### config.mk
export PLATFORM = sky130hd
export DESIGN_NAME = fifo_stream_reader
export DESIGN_NICKNAME = d
export VERILOG_FILES = /design/src/rtl/fifo_stream_reader.sv
export SDC_FILE = /design/constraint.sdc
export NUM_CORES = 1
export LEC_CHECK = 0
export BUFFER_PORTS_ARGS = -buffer_cell sky130_fd_sc_hd__buf_2
export CAP_MARGIN = 20
export CORE_ASPECT_RATIO = 0.8
export CORE_MARGIN = 2
export CORE_UTILIZATION = 30
export CTS_BUF_LIST = sky130_fd_sc_hd__clkbuf_8
export DETAILED_ROUTE_END_ITERATION = 10
export PLACE_DENSITY_LB_ADDON = 0.2
export RECOVER_POWER = 50
export SETUP_SLACK_MARGIN = 0.05
export SYNTH_ARGS = -nofsm -noshare
export SYNTH_HDL_FRONTEND = slang
export SYNTH_SLANG_ARGS = --single-unit
### constraint.sdc
create_clock -name clk -period 2.65 [get_ports clk]
set_clock_uncertainty 0.15 [all_clocks]
set_input_delay 0.53 -clock clk [delete_from_list [all_inputs] [get_ports clk]]
set_output_delay 0.53 -clock clk [all_outputs]
set_load 0.01 [all_outputs]
### src/rtl/fifo_stream_reader.sv
// fifo_stream_reader: read-side engine for the synchronous FIFO.
// Pops words through the FIFO read port (1-cycle registered read latency)
// and presents them as a valid/ready stream through a 2-entry prefetch buffer.
// Optional macro READER_LAST_EN adds the m_last burst marker and beat counter.

module fifo_stream_reader #(
  parameter int WIDTH     = 8,
  parameter int BURST_LEN = 4
) (
  input  logic             clk,
  input  logic             rst,
  input  logic             flush,
  input  logic             fifo_empty,
  output logic             fifo_rd_en,
  input  logic [WIDTH-1:0] fifo_rd_data,
  output logic             m_valid,
  input  logic             m_ready,
  output logic [WIDTH-1:0] m_data,
  output logic [1:0]       level
`ifdef READER_LAST_EN
  ,
  output logic             m_last
`endif
);

  // A burst length outside 1..256 cannot be represented by the 8-bit beat counter.
  if (BURST_LEN < 1 || BURST_LEN > 256) begin : g_burst_len_check
    $error("fifo_stream_reader: BURST_LEN must be in 1..256");
  end

  logic [WIDTH-1:0] slot0;
  logic [WIDTH-1:0] slot1;
  logic [1:0]       cnt;
  logic             inflight;
  logic             pop;
  logic [1:0]       cnt_after_pop;
  logic [2:0]       occupancy;

  assign m_valid = (cnt != 2'd0);
  assign m_data  = slot0;
  assign level   = cnt;

  // Read strobe: only request a word when a buffer slot is guaranteed for it
  // once this cycle's pop and the word already in flight are accounted for.
  always_comb begin
    pop           = (cnt != 2'd0) & m_ready;
    cnt_after_pop = cnt - {1'b0, pop};
    occupancy     = {1'b0, cnt_after_pop} + {2'b00, inflight};
    fifo_rd_en    = !fifo_empty & !rst & !flush & (occupancy < 3'd2);
  end

  // Buffer update: shift on pop, then land the returning word in the first free slot.
  always_ff @(posedge clk) begin
    if (rst) begin
      slot0    <= '0;
      slot1    <= '0;
      cnt      <= 2'd0;
      inflight <= 1'b0;
    end else if (flush) begin
      cnt      <= 2'd0;
      inflight <= 1'b0;
    end else begin
      inflight <= fifo_rd_en;
      cnt      <= cnt_after_pop + {1'b0, inflight};
      if (pop) begin
        slot0 <= slot1;
      end
      if (inflight) begin
        if (cnt_after_pop == 2'd0) begin
          slot0 <= fifo_rd_data;
        end else begin
          slot1 <= fifo_rd_data;
        end
      end
    end
  end

`ifdef READER_LAST_EN
  logic [7:0] beat;

  // Beat counter: counts accepted beats and wraps after a full burst.
  always_ff @(posedge clk) begin
    if (rst || flush) begin
      beat <= 8'd0;
    end else if (pop) begin
      if (beat == 8'(BURST_LEN - 1)) begin
        beat <= 8'd0;
      end else begin
        beat <= beat + 8'd1;
      end
    end
  end

  assign m_last = m_valid & (beat == 8'(BURST_LEN - 1));
`endif

endmodule

Yosys cells after proc, flatten, opt, wreduce, memory -nomap -nowiden
Index checks and enable logic that the tools add are counted.
{"block": "classes", "n_reduce_logical": 7, "bitwise_logic": 6, "mux": 3, "order_cmp": 1, "addsub": 3}
{"operator": "8-bit two-way mux", "count": 3}
{"operator": "1-bit bitwise AND", "count": 4}
{"operator": "2-bit by 1-bit adder with 3-bit output", "count": 1}
{"operator": "1-bit zero test", "count": 3}
{"operator": "3-bit by 2-bit less-than comparator with 1-bit output (second input constant)", "count": 1}
{"operator": "3-bit AND reduction", "count": 1}
{"operator": "2-bit by 1-bit adder with 2-bit output", "count": 1}
{"operator": "2-bit zero test", "count": 1}
{"operator": "1-bit NOT", "count": 2}
{"operator": "2-bit nonzero test", "count": 1}
{"operator": "2-bit OR reduction", "count": 1}
{"operator": "2-bit by 1-bit subtractor with 2-bit output", "count": 1}
{"block": "word_totals", "elab_cells": 24, "out_inout_bits": 12, "regBits": 19}

Longest topological paths before layout
{"block": "logic_depth", "ltp_word": 6, "mapped_depth": 9, "mapped_depth_nobuf": 8}

Least setup slack after synthesis
Ideal clock, no wire load.
{"block": "synth_timing", "path_type": "input -> output", "start": "input m_ready", "end": "output fifo_rd_en", "n_path_buf": 1, "arrival_time_ps": 2050, "setup_slack_ps": -80, "cell_stages": 9, "cell_sequence": "o21ai_0 -> buf_2 -> inv_1 -> ha_1 -> inv_1 -> ha_1 -> inv_1 -> ha_1 -> nor4b_1"}
{"block": "synth_via", "elab_chain_cells": 5}
{"element": "start, declared", "line": "17", "text": "input logic m_ready,"}
{"element": "1-bit bitwise AND", "line": "46", "text": "pop = (cnt != 2'd0) & m_ready;"}
{"element": "2-bit by 1-bit subtractor with 2-bit output", "line": "47", "text": "cnt_after_pop = cnt - {1'b0, pop};"}
{"element": "2-bit by 1-bit adder with 3-bit output", "line": "48", "text": "occupancy = {1'b0, cnt_after_pop} + {2'b00, inflight};"}
{"element": "3-bit by 2-bit less-than comparator with 1-bit output", "line": "49", "text": "fifo_rd_en = !fifo_empty & !rst & !flush & (occupancy < 3'd2);"}
{"element": "1-bit bitwise AND", "line": "49"}
{"element": "end, declared", "line": "14", "text": "output logic fifo_rd_en,"}
Every way passes these cells.

Worst setup path in the final report
{"block": "layout_timing", "start": "register cnt[1] (netlist: level[1])", "end": "output fifo_rd_en"}
{"block": "layout_via", "elab_chain_cells": 6}
{"element": "start, declared", "line": "33", "text": "logic [1:0] cnt;"}
{"element": "start signal, assigned", "line": "64", "text": "cnt <= cnt_after_pop + {1'b0, inflight};"}
{"element": "2-bit nonzero test", "line": "46"}
{"element": "1-bit bitwise AND", "line": "46"}
{"element": "2-bit by 1-bit subtractor with 2-bit output *", "line": "47"}
{"element": "2-bit by 1-bit adder with 3-bit output *", "line": "48"}
{"element": "3-bit by 2-bit less-than comparator with 1-bit output *", "line": "49"}
{"element": "1-bit bitwise AND *", "line": "49"}
Mark *: on every way between the ends. The rest lies on a longest branch, timed or not.

==> qor.yml <==
slew_violations: 0
cts_sinks: 19
fin_crit_sh_pct: 94.8
clockRootBuffer: "clkbuf_8"
portBuffers: 24
final.setup.tns_ns: 0
cts_tree: "yes"
grt_overflow: 0
die_w_um: 66.5
leakagePower_nw: 0.488
synth-seq-area-share_pct: 40.5
hold_class: "in -> reg"
relSlewSlack_pct: 58.2
wl_per_cell_um: 13.2
wl_um: 2120
cp_top_family: "adder cells"
status: "completed"
vias: 784
grt_pass1_wl_um: 3480
clk_pin_slew_ns: 0.07
drt-pass1-iter-count: 4
cap_violations: 0
crit_chain: "o21ai_4 > inv_2 > ha_4 > inv_1 > ha_2 > inv_1 > ha_2 > nor4b_2 > buf_2"
synth-seq-cells: 19
postLayoutSetupSlackWorst_ns: 0.138
num_io_pins: 25
clk_latency_ns: 0.26
period_minus_slack_ns: 2.51
start_util_pct: 30.9
postSynthCellCount: 93
synth.distinct_cells: 21
dieArea_sq_mm: 0.00359
cp.required_ns: 1.97
antenna_left: 0
path_class: "reg -> out"
syn_to_final_growth_pct: 26.8
grt_pass1_vias: 748
synth.cell_area_sq_um: 938
fp.dieH_um: 54.0
critPathLaunchType: "flip-flop"
vias_per_cell: 4.87
drt_iter0_markers: 12
grt_max_degree: 23
syn_avg_cell_area_sq_um: 10.1
hold_viol: 0
nets: 138
fp.coreArea_sq_mm: 0.00304
crit_slowest_cell: "dfxtp_1"
peakVddDrop_mv: 0.315
cts_buffers: 3
drc: 0
grt_antenna_before_repair: 0
rsz0062_at_grt: "false"
utilization_pct: 39.1
h-tree-depth: 1
clockBufferDepth: 2
ys_warn_count: 0
synth_nets: 109
antenna_cells: 0
fp-row-count: 18
crit_arrival_ns: 1.83
cp-end-kind: "output pin"
slowest_delay_ns: 0.36
power.density_mw_per_mm2: 470
grt_usage_pct: 13.2
drive_gt1_share_pct: 26.4
worst-path-buf-inv: 4
fmax_mhz: 398
tightest_slew_ns: 0.626
pre_cts_slack_ns: 0.145
routabilityCongestion: 0.691
finalSetupViolCount: 0
dp.final_hpwl_um: 1470
cp_max_fo: 4
layout make-up:
class	count	area, sq um
clock buffer	3	41.3
inverter	4	15.0
clock inverter	1	3.75
fill	327	1850
tap	40	50.0
multi-input combinational	64	546
timing repair buffer	30	154
sequential	19	380
path summary, 6_finish.rpt:
kind                    startpoint                endpoint  slack (ns)  cells past startpoint
max            level[1]$_SDFF_PP0_              fifo_rd_en        0.14                      9
min                     fifo_empty     inflight$_SDFF_PP0_        0.31                      2
max reg2reg    level[1]$_SDFF_PP0_  m_data[0]$_SDFFE_PP0N_        0.64                      7
min reg2reg  slot1[5]$_SDFFE_PP0P_   slot1[5]$_SDFFE_PP0P_        0.32                      2
report_power, final:
group	leakage, nW	internal (mW)	total, mW	switching [mW]
clock network	0.0269	0.103	0.200	0.0966
logic	0.307	0.0302	0.0638	0.0336
registers	0.153	0.291	0.295	0.00467
timing repair:
action,4_1_cts,5_1_grt
hold buffers,0,0
resized for setup,1,9
setup endpoints to repair,1,1
buffers inserted,0,1
endpoints found under the hold margin,0,0
pin swaps,0,2
cell usage after synthesis (all sizes together):
cell,number,area (sq um)
a21oi,1,16.3
a311o,1,11.3
a32oi,8,70.1
and2,2,12.5
buf,3,20.0
clkbuf,3,11.3
dfxtp,19,380
ha,3,37.5
inv,4,15.0
mux2i,16,160
nand2b,17,106
nor2,1,3.75
nor2b,1,6.26
nor4b,2,17.5
nor4bb,1,10.0
o21ai,9,45.0
or2,1,6.26
xnor2,1,8.76
metrics by stage:
stage,std cells,power (mW),area (sq um),hold WS (ns)
detailed placement,156,0.364,1120,0.321
CTS,160,0.567,1170,0.299
finish,161,0.559,1190,0.307
global placement,156,0.363,1120,0.309
global route,161,0.585,1190,0.302
floorplan,93,0.338,945,0.298
registers in the layout, indices dropped and copies added (netlist names):
signal    flops
inflight      1
level         2
m_data        8
slot1         8
cells by family (layout without fill, tap and decap cells):
kind of cell	after synthesis	after routing	share of synthesized area, %
xor gates and xnor gates	1	1	0.934
muxes	16	16	17.1
and+or+nand+nor	25	25	17.3
buffers and inverters	10	38	4.93
adders and majority gates	3	3	4.00
DFF	19	19	40.5
AOI/OAI and AO/OA	19	19	15.2
placed cells by master (no fill, tap or decap):
cell type / synthesis / final
o21ai_1: 1 / 1
nand2b_1: 17 / 17
nor2b_1: 1 / 1
ha_2: 0 / 2
xnor2_1: 1 / 1
inv_1: 4 / 4
clkbuf_1: 3 / 9
buf_2: 1 / 15
a311o_1: 0 / 1
clkbuf_8: 0 / 3
and2_1: 2 / 2
ha_4: 0 / 1
a32oi_1: 8 / 8
nor4b_2: 0 / 1
buf_4: 0 / 6
nor2_1: 1 / 1
o21ai_4: 0 / 1
nor4b_1: 2 / 1
dfxtp_1: 19 / 19
or2_2: 1 / 1
o21ai_0: 8 / 7
a21oi_4: 1 / 1
mux2i_1: 16 / 16
nor4bb_1: 1 / 1
inv_2: 0 / 1
metal layers:
| layer | vias up | share of wire [%] | track usage [%] |
|---|---|---|---|
| met3 | 2 | 4.6 | 4.39 |
| li1 | 389 | - | - |
| met5 | - | 0 | 0 |
| met2 | 21 | 44 | 21.5 |
| met1 | 372 | 50 | 16.4 |
| met4 | 0 | 0.90 | 5.10 |
Note: power is estimated with default switching activity, not from simulation.
